===== src/rtl/control_unit.sv =====
// Multicycle sequencer for the accumulator datapath.
// Fetch/decode/execute with memory ready handshake and flag branches.
module control_unit #(
  parameter int OPCODE_WIDTH = 5,
  parameter int COUNT_WIDTH  = 16
) (
  input  logic                    clock_in,
  input  logic                    reset_n_in,
  input  logic [OPCODE_WIDTH-1:0] opcode_in,
  input  logic                    zero_indicator_in,
  input  logic                    signal_bit_in,
  input  logic                    mem_ready_in,
  output logic                    mem_read_out,
  output logic                    mem_write_out,
  output logic                    ir_enable_out,
  output logic                    pc_enable_out,
  output logic                    pc_load_out,
  output logic                    acc_enable_out,
  output logic [1:0]              acc_sel_out,
  output logic                    b_sel_out,
  output logic                    operation_out,
  output logic                    flags_enable_out,
  output logic                    halted_out,
  output logic [2:0]              state_out,
  output logic [COUNT_WIDTH-1:0]  instr_count_out
);

  localparam logic [2:0] S_INIT  = 3'd0;
  localparam logic [2:0] S_FETCH = 3'd1;
  localparam logic [2:0] S_DEC   = 3'd2;
  localparam logic [2:0] S_EXEC  = 3'd3;
  localparam logic [2:0] S_HALT  = 3'd4;

  localparam int OW = OPCODE_WIDTH;

  logic [2:0] state, state_nx;
  logic [COUNT_WIDTH-1:0] count;

  logic is_hlt, is_sto, is_ld, is_ldi;
  logic is_add, is_addi, is_sub, is_subi;
  logic is_beq, is_bne, is_bgt, is_blt, is_jmp;
  logic mem_op, retire;

  // Opcode decode into one-hot flags
  always_comb begin
    is_hlt  = opcode_in == OW'(0);
    is_sto  = opcode_in == OW'(1);
    is_ld   = opcode_in == OW'(2);
    is_ldi  = opcode_in == OW'(3);
    is_add  = opcode_in == OW'(4);
    is_addi = opcode_in == OW'(5);
    is_sub  = opcode_in == OW'(6);
    is_subi = opcode_in == OW'(7);
    is_beq  = opcode_in == OW'(8);
    is_bne  = opcode_in == OW'(9);
    is_bgt  = opcode_in == OW'(10);
    is_blt  = opcode_in == OW'(11);
    is_jmp  = opcode_in == OW'(12);
    mem_op  = is_sto | is_ld | is_add | is_sub;
    retire  = (state == S_EXEC) &&
              (!mem_op || mem_ready_in);
  end

  // State register
  always_ff @(posedge clock_in or negedge reset_n_in) begin
    if (!reset_n_in) state <= S_INIT;
    else             state <= state_nx;
  end

  // Retired-instruction counter, saturating
  always_ff @(posedge clock_in or negedge reset_n_in) begin
    if (!reset_n_in)
      count <= '0;
    else if (retire && count != '1)
      count <= count + 1'b1;
  end

  // Next-state logic
  always_comb begin
    state_nx = S_INIT;
    unique case (state)
      S_INIT:  state_nx = S_FETCH;
      S_FETCH: state_nx = mem_ready_in ? S_DEC : S_FETCH;
      S_DEC:   state_nx = is_hlt ? S_HALT : S_EXEC;
      S_EXEC:  state_nx = retire ? S_FETCH : S_EXEC;
      S_HALT:  state_nx = S_HALT;
      default: state_nx = S_INIT;
    endcase
  end

  // Output decode from state, opcode and ready
  always_comb begin
    mem_read_out     = 1'b0;
    mem_write_out    = 1'b0;
    ir_enable_out    = 1'b0;
    pc_enable_out    = 1'b0;
    pc_load_out      = 1'b0;
    acc_enable_out   = 1'b0;
    acc_sel_out      = 2'b00;
    b_sel_out        = 1'b0;
    operation_out    = 1'b0;
    flags_enable_out = 1'b0;
    if (state == S_FETCH) begin
      mem_read_out  = 1'b1;
      ir_enable_out = mem_ready_in;
      pc_enable_out = mem_ready_in;
    end else if (state == S_EXEC) begin
      unique case (1'b1)
        is_sto: mem_write_out = 1'b1;
        is_ld: begin
          mem_read_out   = 1'b1;
          acc_sel_out    = 2'b01;
          acc_enable_out = mem_ready_in;
        end
        is_ldi: begin
          acc_sel_out    = 2'b10;
          acc_enable_out = 1'b1;
        end
        is_add, is_sub: begin
          mem_read_out     = 1'b1;
          operation_out    = is_sub & mem_ready_in;
          acc_enable_out   = mem_ready_in;
          flags_enable_out = mem_ready_in;
        end
        is_addi, is_subi: begin
          b_sel_out        = 1'b1;
          operation_out    = is_subi;
          acc_enable_out   = 1'b1;
          flags_enable_out = 1'b1;
        end
        is_beq: pc_load_out = zero_indicator_in;
        is_bne: pc_load_out = !zero_indicator_in;
        is_bgt: pc_load_out = !zero_indicator_in &&
                              !signal_bit_in;
        is_blt: pc_load_out = signal_bit_in;
        is_jmp: pc_load_out = 1'b1;
        default: ;
      endcase
    end
  end

  assign halted_out      = state == S_HALT;
  assign state_out       = state;
  assign instr_count_out = count;

endmodule

===== config.mk =====
export PLATFORM = sky130hd
export DESIGN_NAME = control_unit
export DESIGN_NICKNAME = d
export VERILOG_FILES = /design/src/rtl/control_unit.sv
export SDC_FILE = /design/constraint.sdc
export NUM_CORES = 1
export LEC_CHECK = 0
export ABC_CLOCK_PERIOD_IN_PS = 3350
export CAP_MARGIN = 30
export CORE_ASPECT_RATIO = 1.4
export CORE_MARGIN = 5
export CORE_UTILIZATION = 34
export DETAILED_ROUTE_END_ITERATION = 6
export PLACE_DENSITY = 0.69
export SYNTH_ARGS = -nofsm -noshare
export SYNTH_HDL_FRONTEND = slang
export SYNTH_SLANG_ARGS = --single-unit

===== constraint.sdc =====
create_clock -name clock_in -period 3.35 [get_ports clock_in]
set_clock_uncertainty 0.2 [all_clocks]
set_input_delay 0.67 -clock clock_in [delete_from_list [all_inputs] [get_ports clock_in]]
set_output_delay 0.67 -clock clock_in [all_outputs]
set_load 0.005 [all_outputs]

# Word-level counts from Yosys, hierarchy flattened
# Index checks and enable logic that the tools add are counted.
# Widths: inputs -> output; s select.
# totals
register_bits	19
in_bits	10
output_inout_bits	31
# op_classes
add_sub_neg	1
n_eq_ne	17
n_mux	29
bitwise_logic	4
reduce_logical	13
# op_table
cell	count
$eq 5x4->1 const B	5
$eq 5x3->1 const B	4
$mux 1	18
$add 16x1->16 const B	1
$ne 16x16->1 const B	1
$pmux 3 s5	1
$eq 5x2->1 const B	2
$mux 2	4
$eq 3x2->1 const B	2
$pmux 1 s2	3
$reduce_or 3->1	2
$eq 5x1->1 const B	1
$logic_not 5->1	1
$pmux 1 s5	1
$pmux 2 s2	1
$reduce_or 2->1	2
$eq 3x1->1 const B	1
$eq 3x3->1 const B	1
$logic_and 1x1->1	3
$logic_not 1->1	3
$logic_not 3->1	1
$mux 3	1
$or 1x1->1	3
$and 1x1->1	1
$logic_or 1x1->1	1

# Longest topological paths before layout
# Gate-level depths: netlist of the first run.
# depth
word_depth	9
ltp_mapped	8
mapped_depth_nobuf	6

# Worst setup path before layout of the first run
# Ideal clock, no wire load.
# synth_timing
path_kind	input-to-reg
start	input opcode_in[1]
end	register count[14] (netlist: instr_count_out[14])
t_arrival_ps	2085
t_required_ps	3023
slack_ps	937
stages	6
path_buffers	1
cell_sequence	buf_2 > or3_4 > a311oi_2 > and3_1 > nand3_1 > mux2_1
# synth_between
elab_chain_len	8
elab_cells_between_ends	11
classes_between	eq/ne: 4; bitwise: 3; reduce/logical: 4
# synth_rtl
element	line_no	text
from (decl)	9	input logic [OPCODE_WIDTH-1:0] opcode_in,
$eq 5x1->1 / $eq 5x2->1 (equally long branches)	47, 48	
$or 1x1->1 (2 in series)	59	mem_op = is_sto | is_ld | is_add | is_sub;
$or 1x1->1 *	59	
$logic_not 1->1 *	61	(!mem_op || mem_ready_in);
$logic_or 1x1->1 *	61	
$logic_and 1x1->1 *	60	retire = (state == S_EXEC) &&
$logic_and 1x1->1 *	74	else if (retire && count != '1)
to (signal assigned)	75	count <= count + 1'b1;
to (decl)	37	logic [COUNT_WIDTH-1:0] count;
# Every way passes the cells marked *; elsewhere a longest branch is shown, timed or not.
# A chain may end at the register's enable or synchronous reset.

# Worst setup path after layout of the first run
# layout_timing
start	input opcode_in[0]
end	output pc_load_out
# layout_between
elab_chain_len	4
elab_cells_between_ends	8
classes_between	eq/ne: 5; mux: 3
# layout_rtl
element	line_no	text
$eq 5x4->1 (on tied branches)	n/a	
$pmux 1 s5 *	108	unique case (1'b1)
$mux 1 *	107	end else if (state == S_EXEC) begin
$mux 1 *	103	if (state == S_FETCH) begin
to (decl)	17	output logic pc_load_out,
# Marks and branches as above.

==> results of run 1 <==
==> metal layers <==
layer / GRT usage, % / share of wire, %
met4: 4.18 / 1.3
met1: 15.0 / 40
met2: 23.3 / 50
met3: 3.99 / 8.4
met5: 0 / 0
==> synth_stat cells, types with 2 or more instances <==
cell type	instances	area share, %
buf_2	2	0.90
nor3_1	6	2.7
mux2_2	3	3.0
nand4_1	7	3.9
xnor2_1	8	6.3
a21oi_1	4	1.8
nand3_1	7	3.1
dfrtp_1	19	43
nand2_1	9	3.0
o21ai_0	3	1.3
or4_1	2	1.3
inv_1	3	1.0
clkbuf_1	2	0.67
and3_1	5	2.8
xor2_1	4	3.1
nor3b_1	4	2.7
nand2b_1	2	1.1
nor4_1	2	1.1
nor2_1	10	3.4
==> worst max-delay path by stage <==
stage / startpoint / endpoint / depth (start not counted)
global route: opcode_in[3] / operation_out / 6
detailed placement: opcode_in[3] / acc_sel_out[1] / 6
floorplan: opcode_in[1] / instr_count_out[14] / 6
finish: opcode_in[0] / pc_load_out / 7
global placement: opcode_in[1] / pc_load_out / 7
CTS: opcode_in[3] / acc_sel_out[1] / 6
==> report_power, final <==
group,total (W),switching (W),leakage [nW],internal (W)
registers,0.000334,0.0000639,0.251,0.000270
logic,0.000272,0.000109,0.417,0.000162
clock network,0.000164,0.0000795,0.0228,0.0000848
==> flip-flops by register name, summed over array words and instances (netlist names) <==
name / flops
state_out: 3
instr_count_out: 16
==> cell families after synthesis <==
group | Yosys count
AO/OA/AOI/OAI | 12
buffers and inverters | 9
XOR/XNOR | 12
flip-flops | 19
adder cells (fa/ha/maj) | 1
multiplexers | 4
AND/OR/NAND/NOR | 61
==> worst reg2reg max path, cell delays in order, from the launching register on <==
cell,delay [ps]
dfrtp_1,420
ha_1,230
nand4_1,100
or4_1,560
and3_1,320
and3_4,210
xor2_1,130
==> through the flow <==
| stage | hold slack [ps] | util (%) |
|---|---|---|
| final | 315 | 52.1 |
| after global placement | 301 | 50.0 |
| after floorplan | 174 | - |
| after detailed placement | 307 | 50.0 |
| after global routing | 350 | 52.1 |
| after CTS | 317 | 51.4 |
==> layout make-up <==
type	count	area share [%]
sequential	19	28.9
multi-input combinational	90	37.1
inverter	3	0.685
tap	39	2.97
clock buffer	4	2.74
timing repair buffer	46	27.6
==> results.toml, run 1 <==
[grt]
antenna_found_initial = 0
grt_max_degree = 20
grt_pass1_wl_mm = 4.93
grt_usage_pct = 13.3
overflow = 0
grt_pass1_vias = 1115

[worst_hold_path]
min_from = "instr_count_out[7]"
worstHoldPathType = "flip-flop to flip-flop"
min_path_cells = 1
holdPathEnd = "instr_count_out[7]"

[power_and_ir_drop]
powerDensity_nw_per_um2 = 469
finalPower_w = 0.000770
power.leakage_nw = 0.691
ir_drop_uv = 268

[placement]
placed_cells_incl_taps = 197
pre_cts_slack_ps = 50.5
gp_congestion = 0.797
postPlaceCellArea_sq_um = 1580
place.port_buffers = 40
hpwl_mm = 2.28

[final_layout]
syn_to_final_growth_pct = 47.0
register_area_sq_um = 475
final_cell_area_sq_um = 1640
finalNetCount = 174
fillers = 306
layout_common_cells = "clkdlybuf4s50_1, dfrtp_1, nor2_1"
final_common_cell = "clkdlybuf4s50_1"
diodes = 0
stdcell_count = 201
multi_input_area_sq_um = 609
post_route_cells_drive_above_1_share_pct = 11.1

[die]
start_util_pct = 35.4
die_w_microns = 58.5
die_area_sq_um = 4550
die_y_microns = 77.8
ioPinCount = 41
core-area_sq_um = 3150
rows = 24

[synth]
yosys_register_bits = 19
async_flop_share_pct = 100
synthMuxAreaShare_pct = 4.03
synth-main-ff-cell = "dfrtp_1"
synth_compound_area_share_pct = 7.50
synth_cell_type_count = 35
synth-simple-area-share_pct = 31.1
synth_top_family_by_area = "simple AND/OR/NAND/NOR gates"
synthAdderAreaFrac_pct = 1.12
synth_area_per_cell_sq_um = 9.47
synth_area_sq_um = 1120
synth_warnings = 0
syn_nets = 129
synth_edf_count = 0
yosysSeqAreaShare_pct = 42.6
syn_inst = 118
synthXorXnorAreaFrac_pct = 9.41

[sta]
slew_headroom_pct = 42.1
final_hold_viol_count = 0
worst_slack_ps = 93.0
fmax_ghz = 0.307
rsz0062_at_grt = "false"
fin_setup_tns_ps = 0
worst_slew_pin_slew_ps = 866
min_period_over_period_pct = 97.2
post-route-min-period_ps = 3260
setup_viol = 0
slew_viol_final = 0

[run_status]
outcome = "finished clean"

[worst_setup_path]
cp_max_fo = 6
r2r-start = "instr_count_out[0]"
cp_top_family = "buffers and inverters"
critPathKind = "input pin to output port"
reg2reg_depth = 6
worstSetupEndpointType = "output port"
reg2reg_slack_ps = 1070
cp_slowest_cell = "clkdlybuf4s50_1"
r2r-end = "instr_count_out[4]"
cp.arrival_ps = 2390
start_kind = "input pin"
crit_chain = "clkdlybuf4s50_1 > nor3_1 > a21o_1 > a21oi_1 > o32ai_1 > and3_1 > clkdlybuf4s50_1"
crit_top_cell = "clkdlybuf4s50_1"
cp_data_required_time_ps = 2480
path_buf_inv = 2
slowest_delay_ps = 500

[cts]
worstSkewPairLatency_ps = 260
post_cts_buffers = 0
cts.hold.buffers_added = 0
cts_buffer_depth = 2
htreeDepth = 1
cts.clk_slew.worst_paths_ps = 70
cts_sinks = 19
cts_root_buf = "clkbuf_8"
cts_tree = "built"
cts_buffers = 3
post_cts_resized = 0

[drt]
num_vias = 1099
wl_mm = 2.93
drtIter0Drc = 24
viasPerCell = 5.47
ant_nets = 0
dr.pass1.iters = 4
drc_errors = 0
wire_per_inst_microns = 14.6

[flow_run]
maxCapViolCount = 0
No activity file was read; power rests on OpenSTA's default activity.
==> inputs of run 2 (changes only) <==
- CTS_CLUSTER_SIZE: not set -> 30
==> results of run 2 <==
Final layout, timing and power as in run 1 (identical DEF).
==> inputs of run 3 (changes only) <==
- CORE_ASPECT_RATIO: 1.4 -> 0.9
- SETUP_SLACK_MARGIN: not set -> 0.4
==> results.toml, run 3 (same netlist as run 1, synthesis figures left out) <==
[run_status]
outcome = "finished clean"

[grt]
antenna_found_initial = 0
grt_pass1_vias = 1083
grt_max_degree = 20
grt_pass1_wl_mm = 4.72
overflow = 0
grt_usage_pct = 12.6

[drt]
drc_errors = 0
wl_mm = 2.85
wire_per_inst_microns = 13.7
drtIter0Drc = 36
viasPerCell = 5.21
num_vias = 1084
ant_nets = 0
dr.pass1.iters = 4

[worst_setup_path]
cp_max_fo = 4
start_kind = "input pin"
critPathKind = "input pin to output port"
cp_data_required_time_ps = 2480
worstSetupEndpointType = "output port"
cp.arrival_ps = 2000

[power_and_ir_drop]
switching_share_pct = 31.7
power_frac_seq_pct = 42.2
clock_power_share_pct = 19.6
powerDensity_nw_per_um2 = 463
p_int_w = 0.000540
power.switching_w = 0.000251
power.leakage_nw = 0.793
p_comb_share_pct = 38.2
ir_drop_uv = 245

[placement]
gp_congestion = 0.833
hpwl_mm = 2.10
pre_cts_slack_ps = 15.4
place.port_buffers = 40

[cts]
htreeDepth = 1
cts_buffers = 3
worstSkewPairLatency_ps = 250
cts.hold.buffers_added = 0
cts_root_buf = "clkbuf_8"
cts.clk_slew.worst_paths_ps = 60
cts_buffer_depth = 2
cts_sinks = 19
cts_tree = "built"

[final_layout]
diodes = 0
largest_register_ffs = 16
finalNetCount = 178
post_route_cells_drive_above_1_share_pct = 18.1
layout_common_cells = "clkdlybuf4s50_1, dfrtp_1, nor2_1, buf_4"
syn_to_final_growth_pct = 52.9
fillers = 281
final_common_cell = "clkdlybuf4s50_1"

[sta]
post-route-min-period_ps = 2870
worst_slack_ps = 483
min_period_over_period_pct = 85.6
slew_headroom_pct = 44.4
final_hold_viol_count = 0
fmax_ghz = 0.349
rsz0062_at_grt = "false"
slew_viol_final = 0
fin_setup_tns_ps = 0
setup_viol = 0
worst_slew_pin_slew_ps = 831

[die]
core-area_sq_um = 3110
start_util_pct = 35.9
die_w_microns = 70.4
rows = 19
die_y_microns = 64.4
ioPinCount = 41
die_area_sq_um = 4530

[worst_hold_path]
worstHoldPathType = "flip-flop to flip-flop"

[flow_run]
maxCapViolCount = 0
==> run 3: cell types whose count changed in the layout (fill, tap and decap cells not counted), moves of 2 or more <==
| cell | delta |
|---|---|
| clkdlybuf4s50_1 | -10 |
| dlygate4sd2_1 | +5 |
| buf_4 | +4 |
| dlymetal6s2s_1 | +3 |
| a21oi_1 | -2 |
| a21oi_2 | +2 |
| dfrtp_1 | -2 |
| dfrtp_2 | +2 |
==> run 3: power by group through the flow <==
stage	clock, W	combinational (W)	sequential (W)
global placement	0	0.000266	0.000335
floorplan	0	0.000127	0.000324
global route	0.000171	0.000330	0.000342
detailed placement	0	0.000266	0.000336
finish	0.000155	0.000302	0.000333
CTS	0.000162	0.000271	0.000337
==> run 3: final timing paths <==
check | startpoint | endpoint | slack [ps] | depth (start not counted)
hold reg to reg | instr_count_out[7] | instr_count_out[7] | 320 | 1
hold / removal | instr_count_out[7] | instr_count_out[7] | 320 | 1
min in group asynchronous | reset_n_in | instr_count_out[10] | 690 | 1
setup reg to reg | instr_count_out[0] | instr_count_out[4] | 1050 | 6
max in group asynchronous | reset_n_in | state_out[1] | 1690 | 1
setup / recovery | mem_ready_in | pc_enable_out | 480 | 3
==> run 3: worst max-delay path, stage by stage <==
cell	delay, ps
clkdlybuf4s50_1	540
nor3b_4	240
clkdlybuf4s50_1	540
==> run 3: per-layer routing <==
| layer | track usage (%) | up-vias | share of wire [%] | wire length, microns |
|---|---|---|---|---|
| met4 | 5.50 | 0 | 1.6 | 46 |
| met5 | 0 | - | 0 | 0 |
| met2 | 19.6 | 45 | 46 | 1320 |
| met3 | 3.92 | 6 | 8.1 | 232 |
| li1 | - | 524 | - | - |
| met1 | 15.9 | 509 | 44 | 1250 |
==> run 3: what timing repair did <==
action / 4_1_cts / 5_1_grt
pin swaps: 5 / 3
buffers inserted: 1 / 3
setup endpoints to repair: 11 / 10
resized for setup: 14 / 13
cloned: 0 / 0
==> run 3: area by class of cell <==
class / count / area [sq um] / area share [%]
multi-input cells: 90 / 636 / 37.2
repair buffers: 50 / 485 / 28.4
flip-flops and latches: 19 / 478 / 28.0
well taps: 42 / 52.6 / 3.08
clock buffers: 4 / 45.0 / 2.64
inverters: 3 / 11.3 / 0.659
==> run 3: metrics by stage <==
| stage | power [W] | util, % | hold WS [ps] | cell area, sq um | cells |
|---|---|---|---|---|---|
| final | 0.000791 | 54.8 | 318 | 1710 | 208 |
| after global routing | 0.000844 | 54.8 | 344 | 1710 | 208 |
| after CTS | 0.000771 | 52.7 | 319 | 1640 | 205 |
| after detailed placement | 0.000602 | 50.7 | 310 | 1580 | 200 |
| after global placement | 0.000601 | 50.7 | 304 | 1580 | 200 |
| after floorplan | 0.000451 | - | 174 | 1120 | 118 |
